[config.mk]
export PLATFORM = sky130hd
export DESIGN_NAME = top_varint_decode
export DESIGN_NICKNAME = d
export VERILOG_FILES = /design/src/rtl/pb_pkg.sv /design/src/rtl/varint_assemble.sv /design/src/rtl/top_varint_decode.sv
export SDC_FILE = /design/constraint.sdc
export NUM_CORES = 1
export LEC_CHECK = 0
export BUFFER_PORTS_ARGS = -buffer_cell sky130_fd_sc_hd__buf_2
export CAP_MARGIN = 15
export CORE_AREA = 2 2 286 288
export DETAILED_ROUTE_END_ITERATION = 12
export DIE_AREA = 0 0 288 290
export HOLD_SLACK_MARGIN = 0.12
export PLACE_DENSITY = 0.58
export RECOVER_POWER = 100
export SLEW_MARGIN = 5
export SYNTH_ARGS = -nofsm -noshare
export SYNTH_HDL_FRONTEND = slang
export SYNTH_HIERARCHICAL = 1
export SYNTH_SLANG_ARGS = --single-unit
[constraint.sdc]
create_clock -name clk -period 4.5 [get_ports clk]
set_input_delay 0.675 -clock clk [delete_from_list [all_inputs] [get_ports clk]]
set_output_delay 0.675 -clock clk [all_outputs]
set_load 0.01 [all_outputs]
[src/rtl/pb_pkg.sv]
// rtl/pb_pkg.sv - protobuf field types, varint limits, decoder states and type post-processing
package pb_pkg;

  localparam logic [4:0] PB_INT64  = 5'd3;
  localparam logic [4:0] PB_UINT64 = 5'd4;
  localparam logic [4:0] PB_INT32  = 5'd5;
  localparam logic [4:0] PB_BOOL   = 5'd8;
  localparam logic [4:0] PB_UINT32 = 5'd13;
  localparam logic [4:0] PB_ENUM   = 5'd14;
  localparam logic [4:0] PB_SINT32 = 5'd17;
  localparam logic [4:0] PB_SINT64 = 5'd18;

  localparam int MAX_VARINT_BYTES = 10;

  typedef enum logic [2:0] {
    IDLE,
    RD1,
    WAIT1,
    RD2,
    WAIT2,
    FIN
  } dec_state_t;

  // Maps the assembled 64-bit group value onto the field's wire semantics.
  function automatic logic [63:0] pb_post_process(input logic [63:0] raw, input logic [4:0] ftype);
    logic [31:0] lo;
    logic [31:0] zz;
    lo = raw[31:0];
    zz = (lo >> 1) ^ {32{lo[0]}};
    case (ftype)
      PB_INT64, PB_UINT64: return raw;
      PB_INT32, PB_ENUM:   return {{32{lo[31]}}, lo};
      PB_UINT32:           return {32'b0, lo};
      PB_SINT64:           return (raw >> 1) ^ {64{raw[0]}};
      PB_SINT32:           return {{32{zz[31]}}, zz};
      PB_BOOL:             return {63'b0, |raw};
      default:             return raw;
    endcase
  endfunction

endpackage

[src/rtl/varint_assemble.sv]
// rtl/varint_assemble.sv - combinational varint group assembly with length and overflow detection
module varint_assemble
  import pb_pkg::*;
(
  input  logic [MAX_VARINT_BYTES-1:0][7:0] bytes,
  output logic [63:0]                      raw,
  output logic [3:0]                       len,
  output logic                             malformed
);

  logic found;

  always_comb begin
    raw   = '0;
    len   = '0;
    found = 1'b0;
    for (int k = 0; k < MAX_VARINT_BYTES; k++) begin
      if (!found) begin
        // The tenth group lands at bit 63; its upper bits fall off the 64-bit result.
        raw = raw | ({57'b0, bytes[k][6:0]} << (7 * k));
        if (!bytes[k][7]) begin
          found = 1'b1;
          len   = 4'(k + 1);
        end
      end
    end
    malformed = !found ||
                ((len == 4'(MAX_VARINT_BYTES)) && (bytes[MAX_VARINT_BYTES-1][6:1] != 6'b0));
  end

endmodule

[src/rtl/top_varint_decode.sv]
// rtl/top_varint_decode.sv - protobuf varint reader over the 8-lane DRAM read port
module top_varint_decode
  import pb_pkg::*;
#(
  parameter int ADDR_WIDTH = 64,
  parameter int MAX_BYTES  = MAX_VARINT_BYTES
) (
  input  logic                       clk,
  input  logic                       reset,
  input  logic                       en,
  input  logic [ADDR_WIDTH-1:0]      src_addr,
  input  logic [4:0]                 field_type,
  output logic [7:0]                 dram_en,
  output logic [7:0][ADDR_WIDTH-1:0] dram_addr,
  output logic                       dram_rdwr,
  input  logic [7:0][7:0]            dram_data,
  input  logic [7:0]                 dram_valid,
  output logic [63:0]                value,
  output logic [3:0]                 bytes_read,
  output logic                       done,
  output logic                       error
);

  dec_state_t                 state_q, state_d;
  logic [ADDR_WIDTH-1:0]      src_q;
  logic [4:0]                 type_q;
  logic [7:0][7:0]            byte_q;
  logic [MAX_BYTES-1:0][7:0]  asm_bytes;
  logic [63:0]                raw;
  logic [3:0]                 len;
  logic                       malformed;
  logic                       first_all_valid;
  logic                       last_all_valid;
  logic                       term_in_first;
  logic                       result_load;

  assign first_all_valid = (state_q == WAIT1) && (&dram_valid);
  assign last_all_valid  = (state_q == WAIT2) && (&dram_valid[1:0]);
  assign result_load     = (first_all_valid && term_in_first) || last_all_valid;
  assign dram_rdwr       = 1'b0;

  always_comb begin
    term_in_first = 1'b0;
    for (int i = 0; i < 8; i++) begin
      if (!dram_data[i][7]) term_in_first = 1'b1;
    end
  end

  // Results are assembled from the live lanes on the capture cycle so they are valid with done.
  always_comb begin
    asm_bytes = '0;
    if (state_q == WAIT2) begin
      asm_bytes[7:0] = byte_q;
      asm_bytes[8]   = dram_data[0];
      asm_bytes[9]   = dram_data[1];
    end else begin
      asm_bytes[7:0] = dram_data;
    end
  end

  varint_assemble u_assemble (
    .bytes     (asm_bytes),
    .raw       (raw),
    .len       (len),
    .malformed (malformed)
  );

  always_comb begin
    state_d   = state_q;
    dram_en   = '0;
    dram_addr = '0;
    done      = 1'b0;
    case (state_q)
      IDLE: if (en) state_d = RD1;
      RD1, WAIT1: begin
        dram_en = 8'hFF;
        for (int i = 0; i < 8; i++) dram_addr[i] = src_q + ADDR_WIDTH'(i);
        if (state_q == RD1) state_d = WAIT1;
        else if (first_all_valid) state_d = term_in_first ? FIN : RD2;
      end
      RD2, WAIT2: begin
        dram_en      = 8'h03;
        dram_addr[0] = src_q + ADDR_WIDTH'(8);
        dram_addr[1] = src_q + ADDR_WIDTH'(9);
        if (state_q == RD2) state_d = WAIT2;
        else if (last_all_valid) state_d = FIN;
      end
      FIN: begin
        done    = 1'b1;
        state_d = IDLE;
      end
      default: state_d = IDLE;
    endcase
  end

  always_ff @(posedge clk or negedge reset) begin
    if (!reset) begin
      state_q    <= IDLE;
      src_q      <= '0;
      type_q     <= '0;
      byte_q     <= '0;
      value      <= '0;
      bytes_read <= '0;
      error      <= 1'b0;
    end else begin
      state_q <= state_d;
      if (state_q == IDLE && en) begin
        src_q  <= src_addr;
        type_q <= field_type;
        error  <= 1'b0;
      end
      if (first_all_valid) byte_q <= dram_data;
      if (result_load) begin
        value      <= malformed ? 64'b0 : pb_post_process(raw, type_q);
        bytes_read <= malformed ? 4'd0 : len;
        error      <= malformed;
      end
    end
  end

endmodule

==> results.md, run 1 <==
Run status:
- The flow ran to the end, but the final reports show violations.
- The checks that failed: max-capacitance violations, max-slew violations.

Global route:
- The largest net degree at the start of global routing is 129.
- The global-route congestion overflow total is 0.
- The initial antenna violation count is 18.
- The via count of the first global-routing pass is roughly 24000.
- The wire length of the first global-routing pass is 179 mm.
- The total global routing track utilization is 29.3%.

Synth:
- The synthesized design contains 0 enable-type register cells.
- The share of the synthesized area in the top cell type is 23.3%.
- The most instantiated flip-flop cell in the synthesis netlist is dfrtp_1.
- During synthesis, Yosys emitted a total of 6 warnings.
- The number of nets handed over by synthesis was between 3000 and 4000.
- A synthesized cell averages 7.22 µm².
- Summing the sequential cell areas from Yosys gives 23.3% of the chip area.
- The post-synth design cell area is 22000 µm².
- Counting flops with an async set or reset pin after synthesis yields a share of 100%.
- Yosys attributes the largest share of cell area to dfrtp_1, nand2_1, nor2_1.
- Synthesis instantiated 76 different standard cells from the library.
- The total of flip-flops plus latches after synthesis is 205.
- Summed over all instances, the cell type with the most area after synthesis is dfrtp_1.
- The gate count of the mapped netlist is 3048.

Hold path:
- The worst hold path class is in2reg.

Timing:
- The sum of negative setup slack is 0 ns.
- The final count of hold timing violations is 0.
- The number of pins exceeding their max-slew limit in the final report came to 427.
- Setup repair after global routing left no endpoint under its margin.
- The worst hold margin is roughly 0.31 ns.
- The minimum setup slack in the final design is between 0.08 and 0.09 ns.
- The post-route minimum period is 4.42 ns.
- The slew at the pin closest to its max-slew limit is between 2 and 2.5 ns.
- Setup violations remaining at the end of the flow were counted as 0.
- The relative slew slack is -60.7%.
- The highest achievable clock rate is 226 MHz.
- On the final layout, the worst clock skew is 0.0171 ns.
- Dividing the final minimum period by the clock period gives 98.1%.

Power and ir drop:
- The total design power is about 22 mW.
- In this run switching power makes up slightly above 60% of total power.
- In this run the static leakage power is 10.6 nW.
- The worst-case vdd ir drop is 0.000467 V.
- The clock network burns around a tenth of the power.
- The combinational group share of total power is about three quarters.
- The share of total power dissipated in sequential elements is 17.0%.
- The internal portion of the total power is between 8 and 9 mW.
- The analysis attributes to net switching a power of 13.8 mW.
- The power density over cell area is 823 nW/µm².

Cells and area:
- After filler insertion, the fill cell instance count of the layout stands at 9066.
- Excluding fillers, the count of instances in the completed layout stands at 4744.
- The finished layout cell area is 27200 µm².
- Compared with the post-synthesis result, the final layout area differs by 23.4%.
- The layout net count is approximately 3800.
- The share of final-layout standard cells stronger than drive strength 1 is 17.3%.
- The final core utilization is 33.9%.

Detailed routing:
- In this run the top signal layer used is met5.
- The number of routed nets with antenna violations is 0.
- The routed length on met3 is 11.0 mm.
- For this run, design rule violations remaining after detail routing come to 0.
- In the detailed route, the total length drawn on met2 is 63.4 mm.
- The overall routed net length is between 100 and 150 mm.
- The first routing iteration left 2184 violations.
- The post-route met1 wirelength is 48.8 mm.
- The average via count per standard cell is 5.45.
- The routed layout has 25900 vias.
- In the final routed layout, each cell accounts on average for 27.3 µm.
- The number of detailed-routing iterations run before antenna repair is 6.

Setup path:
- The arrival time of the worst setup path is 3.74 ns.
- By startpoint and endpoint, the worst setup path is classified as reg2out.
- The capturing element type of the critical path is an output pin.
- The worst setup path is launched from a register.
- Data on the critical path is required at its endpoint by 3.83 ns.
- The flop-to-flop setup slack is approximately 0.31 ns.
- Along the worst path, the maximum fanout reaches 8.

Floorplanning:
- In this run the vertical extent of the chip is roughly 290 µm.
- In this run the count of I/O pins placed on the die edge is 735.
- The initial core utilization is 27.5%.
- The initialized floorplan defines 104 standard-cell rows.
- The area enclosed by the die boundary is between 80000 and 90000 µm².
- After floorplanning, the core was sized to cover 80200 µm².
- The die is approximately 290 µm wide.

Clock tree:
- The clock-pin slew on the worst setup and hold paths is around 0.060 ns.
- The maximum number of buffers from clock root to sink is 3.
- Counting the buffers created by CTS gives 26.
- In this run the number of H-tree levels came out at 1.
- The number of clock sinks seen by CTS is a little over 200.
- TritonCTS built the clock tree.
- The later pin in the worst-skew pair is clocked with a latency of 0.57 ns.
- Hold repair after CTS inserted 0 buffers.
- The tree is rooted in a clkbuf_16.

Placed design:
- The placed instances occupy a cell area of 27000 µm².
- Detailed placement finished with a half-perimeter wire length of 103 mm.
- Input and output buffers added on the ports amount to 733.
- At the end of routability-driven placement, the weighted congestion stood at 0.990.
- In this run, placement finished with an instance count of 4688.
- The worst setup slack after placement is between 0.2 and 0.3 ns.

Run:
- Max-cap violations in this run came to 6.
-- power groups by stage --
stage | registers [mW] | logic [mW] | clock network [mW]
final | 3.81 | 16.4 | 2.11
after global routing | 3.89 | 17.5 | 2.21
after CTS | 3.75 | 17.1 | 2.15
after detailed placement | 3.77 | 17.1 | 0
after global placement | 3.76 | 17.0 | 0
after floorplan | 2.94 | 9.67 | 0
-- sequential cells by signal, summed over array words and instances, names as in the netlist --
name and count:
byte_q 64, src_q 64, value 64, type_q 5
bytes_read 4, state_q 3, error 1
-- worst max-delay path: stages, from the launching register on --
cell      delay, ns
dfrtp_1        0.68
nand4_2        0.41
nor4_4         0.65
nand3_1        0.35
or3_1          0.43
a21oi_1        0.23
clkbuf_1       0.42
-- kinds of logic (layout without fill, tap and decap cells) --
kind of cell    Yosys count  count (layout)  synth area share, %
compound gates          483             483                 13.5
flops                   205             205                 23.3
mux                     278             278                 13.3
simple gates           1475            1475                 32.4
fa+ha+maj                12              12                0.682
buf+inv                 334             962                 6.40
xor+xnor                260             260                 10.3
other cells               1               9               0.0170
-- metal layers --
| layer | track usage [%] | vias to the layer above |
|---|---|---|
| met5 | 0 | - |
| met4 | 12.9 | 14 |
| met3 | 6.73 | 241 |
| met2 | 51.1 | 1269 |
| met1 | 34.0 | 12600 |
| li1 | - | 11800 |
-- Yosys cell counts (4+ instances only) --
| cell type | n |
|---|---|
| nor3_2 | 8 |
| or3_1 | 33 |
| buf_4 | 24 |
| o21ai_0 | 126 |
| buf_1 | 39 |
| nor4_4 | 11 |
| nand3_1 | 146 |
| xor2_1 | 180 |
| a31oi_1 | 17 |
| o31ai_1 | 77 |
| buf_2 | 44 |
| a22o_1 | 36 |
| o211ai_1 | 15 |
| nor2b_1 | 7 |
| or2_2 | 5 |
| xnor2_1 | 80 |
| ha_1 | 12 |
| dfrtp_1 | 205 |
| mux2i_1 | 155 |
| and4_1 | 14 |
| nor3b_1 | 4 |
| and2_1 | 56 |
| nor3_1 | 54 |
| clkbuf_1 | 196 |
| nor2_1 | 446 |
| nand4_2 | 11 |
| a41oi_1 | 6 |
| and3_1 | 37 |
| o41ai_1 | 4 |
| nand2_1 | 460 |
| nand4_1 | 77 |
| nor4_2 | 8 |
| inv_1 | 23 |
| a21oi_1 | 168 |
| mux2_2 | 123 |
| nand2b_1 | 33 |
| or4_1 | 20 |
| nor4_1 | 30 |
-- repair_timing --
| action | 4_1_cts | 5_1_grt |
|---|---|---|
| setup buffers | 1 | 2 |
| pin swaps | 1 | 1 |
| setup endpoints to repair | 10 | 10 |
| gates resized for setup | 8 | 9 |
-- placed cells by master, fill, tap and decap left out, types with 6 or more instances in the layout --
| cell type | synthesis | final |
|---|---|---|
| a21oi_1 | 168 | 163 |
| a22o_1 | 36 | 36 |
| a31oi_1 | 17 | 17 |
| a41oi_1 | 6 | 6 |
| and2_1 | 56 | 56 |
| and3_1 | 37 | 36 |
| and4_1 | 14 | 14 |
| buf_2 | 44 | 219 |
| buf_4 | 24 | 132 |
| clkbuf_1 | 196 | 501 |
| clkbuf_16 | 0 | 27 |
| clkbuf_2 | 3 | 34 |
| dfrtp_1 | 205 | 200 |
| diode_2 | 0 | 8 |
| ha_1 | 12 | 12 |
| inv_1 | 23 | 21 |
| mux2_2 | 123 | 123 |
| mux2i_1 | 155 | 155 |
| nand2_1 | 460 | 457 |
| nand2b_1 | 33 | 33 |
| nand3_1 | 146 | 143 |
| nand4_1 | 77 | 78 |
| nand4_2 | 11 | 10 |
| nor2_1 | 446 | 443 |
| nor2b_1 | 7 | 6 |
| nor3_1 | 54 | 54 |
| nor3_2 | 8 | 8 |
| nor4_1 | 30 | 32 |
| nor4_2 | 8 | 7 |
| nor4_4 | 11 | 10 |
| o211ai_1 | 15 | 15 |
| o21ai_0 | 126 | 126 |
| o31ai_1 | 77 | 76 |
| or3_1 | 33 | 32 |
| or4_1 | 20 | 20 |
| xnor2_1 | 80 | 80 |
| xor2_1 | 180 | 180 |
-- path summary, 6_finish.rpt --
path,cells after the start,endpoint,from
max,6,dram_addr[489],src_q[28]
min,3,src_q[1],src_addr[1]
max reg2reg,12,value[45],state_q[0]
min reg2reg,2,value[13],value[13]
max in group asynchronous,2,src_q[24],reset
min in group asynchronous,1,byte_q[19],reset
-- layout make-up --
type,count,area [µm²],share of cell area (%)
timing repair buffer,890,4200,15.5
inverter,27,104,0.382
tap,1060,1330,4.88
sequential,205,5140,18.9
antenna,8,20.0,0.0737
clock buffer,33,718,2.64
multi-input combinational,2509,15600,57.3
clock inverter,12,104,0.382
No activity file was read; power rests on OpenSTA's default activity.
==> inputs of run 2 (changes only) <==
--- a/config.mk
+++ b/config.mk
@@ -11,7 +11,6 @@
 export DETAILED_ROUTE_END_ITERATION = 12
 export DIE_AREA = 0 0 288 290
 export HOLD_SLACK_MARGIN = 0.12
-export PLACE_DENSITY = 0.58
 export RECOVER_POWER = 100
 export SLEW_MARGIN = 5
 export SYNTH_ARGS = -nofsm -noshare
==> run 2 against run 1 <==
- the flow still finishes with violations (max-capacitance violations, max-slew violations)
- via count up 0.78%
- clock skew up 0.026 ns
- sequential power is 2% lower
- sequential share of layout area fell by 0.44 points
- wire length is 0.82% higher
- critical endpoint is now dram_addr[125]
- largest cell class unchanged
==> results.md, run 2 (synthesis gave the netlist of run 1 again) <==
Timing:
- The slew at the pin closest to its max-slew limit is 3.00 ns (+0.585 ns).
- The number of pins exceeding their max-slew limit in the final report is 207 (-52%).
- The final count of hold timing violations was 0 (unchanged).
- The worst hold margin is 0.278 ns (-0.0308 ns).
- The clock skew after layout is 0.0429 ns (+0.0257 ns).
- The minimum setup slack in the final design is 0.0979 ns (+0.0145 ns).
- The highest achievable clock rate was 227 MHz (+0.33%).
- The count of endpoints failing setup in the final report is 0 (unchanged).
- The portion of the clock cycle consumed by the worst path in the final layout came to 97.8% (-0.32 points).
- The relative slew slack is -99.7% (-39 points).
- The post-route minimum period is 4.40 ns (-0.0145 ns).
- Setup repair after global routing could not meet its margin everywhere.

Setup path:
- Traced cell by cell, the critical path runs through nor2b_1 > a21oi_4 > inv_2 > buf_6 > nor2_4 > clkbuf_4 > or4_1 > nand2_1 > buf_2.
- The biggest fanout along the worst timing path is 58 (+50).
- The arrival time of the worst setup path is 3.73 ns (about the same).
- The worst setup path is launched from a register.
- The cell type group with the largest total delay on the critical path is simple AND/OR/NAND/NOR gates.
- The worst setup path is of the reg2out kind.
- The maximum single-stage delay on the critical path was 0.61 ns (-0.07 ns).
- The capturing element type of the critical path is an output pin.
- The critical path data required time is 3.83 ns (about the same).
- Among all stages on the critical path, the largest delay is contributed by or4_1.
- The number of buffer and inverter instances along the worst setup path is 4 (+3).

Clock tree:
- The total number of H-tree levels was 1 (unchanged).
- The clock-pin slew on the worst setup and hold paths is 0.06 ns (about the same).
- The clock latency reported for the late side of the worst-skew pair is 0.60 ns (+0.03 ns).
- The number of clock sinks seen by CTS is 205 (unchanged).
- The maximum number of buffers from clock root to sink was 3 (unchanged).
- The clock tree from TritonCTS is yes.
- The buffer cell driving the clock tree root is clkbuf_16.
- The post-cts hold buffer count is 0 (unchanged).
- The number of buffers inserted during clock tree synthesis is 27 (+3.8%).

Detailed routing:
- The number of detailed-routing iterations run before antenna repair was 5 (-1).
- The detailed-route DRC error count was 0 (unchanged).
- The number of routed nets with antenna violations is 0 (unchanged).
- The average via count per standard cell is 5.48 (+0.51%).
- The starting DRC count in detailed routing was 2352 (+7.7%).
- The via count is 26100 (+0.78%).
- The overall routed net length is 131 mm (+0.82%).
- The routed wirelength normalized by instance count is 27.5 µm (+0.55%).

Global route:
- The wire length of the first global-routing pass was 181 mm (+0.75%).
- The total global routing track utilization is 29.6% (+0.34 points).
- The largest net degree at the start of global routing came to 163 (+26%).
- The via count of the first global-routing pass was 24200 (-0.39%).
- The initial antenna violation count is 20 (+2).
- The global-route congestion overflow total is 0 (unchanged).

Run:
- The number of max-cap violations is 4 (-2).

Floorplanning:
- The number of top-level pins is 735 (unchanged).
- The width of the chip came to 288 µm (unchanged).
- The overall die height is 290 µm (unchanged).
- The cell row count is 104 (unchanged).
- The area enclosed by the die boundary is 83500 µm² (unchanged).
- The core region area is 80200 µm² (unchanged).
- The initial core utilization was 27.5% (unchanged).

Placed design:
- The final estimated routing congestion in global placement is 0.988 (-0.23%).
- The worst setup slack after placement is 0.301 ns (+0.0270 ns).
- The detailed placer's ending HPWL is 102 mm (-0.62%).
- The count of input and output buffers is 733 (unchanged).

Cells and area:
- The layout filler cell count was 8855 (-2.3%).
- The layout net count is 3822 (+0.18%).
- The largest registers in the layout are byte_q (64), src_q (64), value (64).
- The share of final-layout standard cells stronger than drive strength 1 was 26.1% (+8.8 points).
- The multi-input gate area in the final layout is 15600 µm² (+0.44%).
- The relative area change from synthesis to final layout is 26.3%.
- The library cell used most frequently in the layout, excluding fill and tap cells, is buf_2.
- The sequential standard cell area came to 5130 µm² (about the same).
- In the layout the commonest cells are buf_2, nand2_1, nor2_1, dfrtp_1, clkbuf_1.

Power and ir drop:
- The power density over cell area came to 831 nW/µm² (+0.96%).
- The total design power was 23.1 mW (+3.3%).
- The leakage power of the design came to 11.9 nW (+13%).
- The worst-case vdd ir drop was 0.000465 V (-0.52%).

Hold path:
- The worst hold path class is in2reg.

Run status:
- The run finished, with violations left.
- The checks that failed: max-capacitance violations, max-slew violations.
## run 2: cell types whose count changed in the layout (fill, tap and decap cells not counted), moves of 3 or more
cell,delta
clkbuf_1,-314
buf_4,+11
buf_12,+4
clkbuf_8,+3
clkinv_4,-3
clkbuf_4,-4
clkbuf_2,-28
diode_2,+5
nor4_4,+3
buf_2,+337
## run 2: final cells by class
class / instances / share of cell area (%)
inverters: 27 / 0.373
flip-flops and latches: 205 / 18.5
repair buffers: 896 / 17.0
diodes: 13 / 0.117
clock inverters: 9 / 0.324
clock buffers: 38 / 2.76
multi-input cells: 2509 / 56.2
well taps: 1060 / 4.77
## run 2: report_power, final
part           switching [mW]  leakage [nW]  internal (mW)
Clock                   0.942         0.420           1.24
Sequential               1.27          2.68           2.46
Combinational            11.8          8.84           5.44
## run 2: metal layers
metal,wire length [µm],up-vias,global-route usage [%]
met1,48300,12600,34.6
li1,-,11800,-
met5,64,-,0
met4,7740,10,15.1
met3,12500,272,7.11
met2,62100,1416,50.3
## run 2: metrics by stage
| step | setup TNS (ns) | util, % | instances | cell area (µm²) |
|---|---|---|---|---|
| 6_report | 0 | 34.7 | 4757 | 27800 |
| 5_1_grt | -0.387 | 34.7 | 4751 | 27800 |
| 4_1_cts | -0.00161 | 34.9 | 4743 | 28000 |
| 3_5_place_dp | 0 | 33.8 | 4694 | 27100 |
| 3_3_place_gp | 0 | 33.8 | 4694 | 27100 |
| 2_1_floorplan | 0 | - | 3048 | 22000 |
## run 2: worst paths after layout
kind | start | endpoint | slack, ns | depth (start not counted)
max reg2reg | state_q[1] | src_q[6] | 0.34 | 4
max in group asynchronous | reset | src_q[19] | 0.95 | 2
min | src_addr[0] | src_q[0] | 0.28 | 3
min reg2reg | value[2] | value[2] | 0.48 | 2
max | state_q[1] | dram_addr[125] | 0.1 | 9
min in group asynchronous | reset | value[30] | 0.99 | 1
## run 2: worst register-to-register path: cells and delay by family, from the launching register on
kind / cells / cell delay (ns)
buf+inv: 1 / 1.65
mux: 1 / 0.52
flops: 1 / 0.46
simple gates: 2 / 1.42
## run 2: what timing repair did
item,CTS,global route
gates resized for setup,3,15
pin swaps,1,1
buffers inserted,2,0
cloned,0,0
endpoints found under the hold margin,0,0
endpoints found under the setup margin,18,46
==> inputs of run 3 (changes only) <==
--- a/config.mk
+++ b/config.mk
@@ -12,6 +12,7 @@
 export DIE_AREA = 0 0 288 290
 export HOLD_SLACK_MARGIN = 0.12
 export RECOVER_POWER = 100
+export SETUP_SLACK_MARGIN = 0.15
 export SLEW_MARGIN = 5
 export SYNTH_ARGS = -nofsm -noshare
 export SYNTH_HDL_FRONTEND = slang
==> run 3 against run 2 <==
- the flow still finishes with violations (max-capacitance violations, max-slew violations)
- cell count rose by 0.13%
- critical path depth fell by 2
- combinational power fell by 2%
- non-clock buffer count rose by 8
- global-route usage barely moved
- worst setup slack got worse by 0.0094 ns
- register-to-register slack barely moved
- clock power barely moved
- via count rose by 0.83%
- utilization fell by 0.46 points
- critical endpoint is now dram_addr[126]
==> results.md, run 3 (synthesis gave the netlist of run 1 again) <==
Run status:
- The flow ran to the end, but the final reports show violations.
- The final reports fail on max-capacitance violations, max-slew violations.

Cells and area:
- The relative area change from synthesis to final layout is 24.6%.
- The leading cell type in the layout, fill and taps excluded is clkbuf_1.
- The library cells used most frequently in the layout, excluding fill and tap cells, are clkbuf_1, nand2_1, nor2_1, buf_2, dfrtp_1.
- The finished layout cell area came to 27400 µm² (-1.3%).
- The largest registers in the layout are byte_q (64), src_q (64), value (64).
- The multi-input gate area in the final layout is 15600 µm² (about the same).
- The layout filler cell count is 8989 (+1.5%).
- The sequential standard cell area was 5130 µm² (about the same).
- The share of final-layout standard cells stronger than drive strength 1 is 18.0% (-8.2 points).
- The layout net count is 3830 (+0.21%).

Floorplanning:
- The width of the chip was 288 µm (unchanged).
- The initial core utilization is 27.5% (unchanged).
- The cell row count is 104 (unchanged).
- The area enclosed by the die boundary was 83500 µm² (unchanged).
- The core region area is 80200 µm² (unchanged).
- The overall die height came to 290 µm (unchanged).
- The number of top-level pins is 735 (unchanged).

Setup path:
- The worst setup path is of the reg2out kind.
- STA classifies the critical path endpoint as an output pin.
- The kind of start point of the critical path is a register.
- The arrival time of the worst setup path is 3.74 ns (about the same).
- In this run the critical register-to-register path is launched from state_q[1].
- The critical path data required time is 3.83 ns (about the same).
- The biggest fanout along the worst timing path was 12 (-79%).
- The most critical setup path has its startpoint at src_q[45].

Clock tree:
- The number of clock sinks seen by CTS was 205 (unchanged).
- The clock latency reported for the late side of the worst-skew pair is 0.60 ns (about the same).
- The clock tree from TritonCTS is yes.
- The maximum number of buffers from clock root to sink is 3 (unchanged).
- The total number of H-tree levels is 1 (unchanged).
- The clock-pin slew on the worst setup and hold paths was 0.06 ns (about the same).
- The buffer cell driving the clock tree root is clkbuf_16.
- The post-cts hold buffer count is 0 (unchanged).
- The number of buffers inserted during clock tree synthesis is 27 (unchanged).

Timing:
- The portion of the clock cycle consumed by the worst path in the final layout is 98.0% (+0.21 points).
- The final count of hold timing violations came to 0 (unchanged).
- Setup repair after global routing could not meet its margin everywhere.
- The slew at the pin closest to its max-slew limit is 2.97 ns (-0.0232 ns).
- The highest achievable clock rate was 227 MHz (-0.21%).
- The clock skew after layout is 0.0409 ns (-0.00198 ns).
- The minimum setup slack in the final design is 0.0886 ns (-0.00939 ns).
- The number of pins exceeding their max-slew limit in the final report is 207 (unchanged).
- The relative slew slack was -98.2% (+1.5 points).
- The count of endpoints failing setup in the final report came to 0 (unchanged).
- The sum of negative setup slack is 0 ns (unchanged).
- The post-route minimum period was 4.41 ns (+0.00939 ns).

Detailed routing:
- The starting DRC count in detailed routing is 2273 (-3.4%).
- The average via count per standard cell is 5.52 (+0.70%).
- The via count is 26300 (+0.83%).
- The number of routed nets with antenna violations came to 0 (unchanged).
- The overall routed net length is 131 mm (+0.45%).
- The number of detailed-routing iterations run before antenna repair is 5 (unchanged).
- The detailed-route DRC error count is 0 (unchanged).
- The routed wirelength normalized by instance count is 27.6 µm (+0.32%).

Power and ir drop:
- The power density over cell area came to 830 nW/µm² (-0.17%).
- The worst-case vdd ir drop is 0.000476 V (+2.3%).
- The leakage power of the design is 10.8 nW (-9.3%).

Global route:
- The largest net degree at the start of global routing is 163 (unchanged).
- The global-route congestion overflow total came to 0 (unchanged).
- The total global routing track utilization is 29.7% (+0.040 points).
- The initial antenna violation count is 18 (-10%).
- The wire length of the first global-routing pass was 181 mm (about the same).
- The via count of the first global-routing pass is 24200 (-0.12%).

Hold path:
- The worst hold path begins at src_addr[0].
- The min-delay analysis places its worst path in the category in2reg.

Run:
- The number of max-cap violations is 4 (unchanged).

Placed design:
- The final estimated routing congestion in global placement was 0.988 (unchanged).
- The worst setup slack after placement is 0.301 ns (unchanged).
- The count of input and output buffers is 733 (unchanged).
- The detailed placer's ending HPWL is 102 mm (unchanged).
- The area of placed instances is 27100 µm² (unchanged).
run 3: changes by cell type in the layout (fill, tap and decap cells not counted), moves of 19 or more:
cell      previous run  this run
buf_4              143       121
clkbuf_1           187       491
clkbuf_2             6        25
buf_2              556       261
run 3: cell type report:
type                    count  area share (%)
clock inverters             9           0.328
clock buffers              38            2.80
well taps                1060            4.83
flip-flops and latches    205            18.7
inverters                  27           0.392
multi-input cells        2509            56.9
repair buffers            904            15.9
diodes                     11           0.100
run 3: per-layer routing:
metal | global-route usage (%) | wire length [µm] | part of all wire (%)
met5 | 0 | 46 | 0.035
met4 | 15.1 | 7900 | 6.0
met3 | 7.32 | 12800 | 9.8
met2 | 50.3 | 62100 | 47
met1 | 34.5 | 48400 | 37
run 3: where the power goes:
group,switching [mW],internal (mW),leakage [nW]
combinational,11.9,4.99,7.73
sequential,1.28,2.46,2.68
clock,0.947,1.24,0.420
run 3: final timing paths:
check | cells past startpoint | slack (ns) | end
max in group asynchronous | 2 | 0.96 | src_q[19]
worst min-delay path | 3 | 0.28 | src_q[0]
worst max-delay path | 7 | 0.09 | dram_addr[126]
min in group asynchronous | 1 | 0.98 | value[30]
worst min register to register | 2 | 0.48 | value[2]
worst max register to register | 4 | 0.34 | src_q[6]
run 3: what timing repair did:
action | in CTS | in global routing
setup buffers | 3 | 7
pin swaps | 2 | 3
resized for setup | 14 | 22
cloned | 0 | 0
endpoints found under the setup margin | 53 | 81
run 3: per-stage QoR:
step,total power [mW],utilization (%),hold slack [ns],cells
after floorplan,12.6,-,0.379,3048
after global placement,20.9,33.8,0.456,4694
after detailed placement,20.9,33.8,0.466,4694
after CTS,23.2,35.0,0.153,4744
after global routing,23.9,34.2,0.273,4758
final,22.8,34.2,0.277,4763
run 3: worst max-delay path, stage by stage (launching register included):
cell and delay (ns):
dfrtp_1 0.76, nand4_1 0.42, nor4_2 0.67, nand4_1 0.21
clkbuf_2 0.30, or3_1 0.36, a21oi_1 0.26, buf_2 0.19
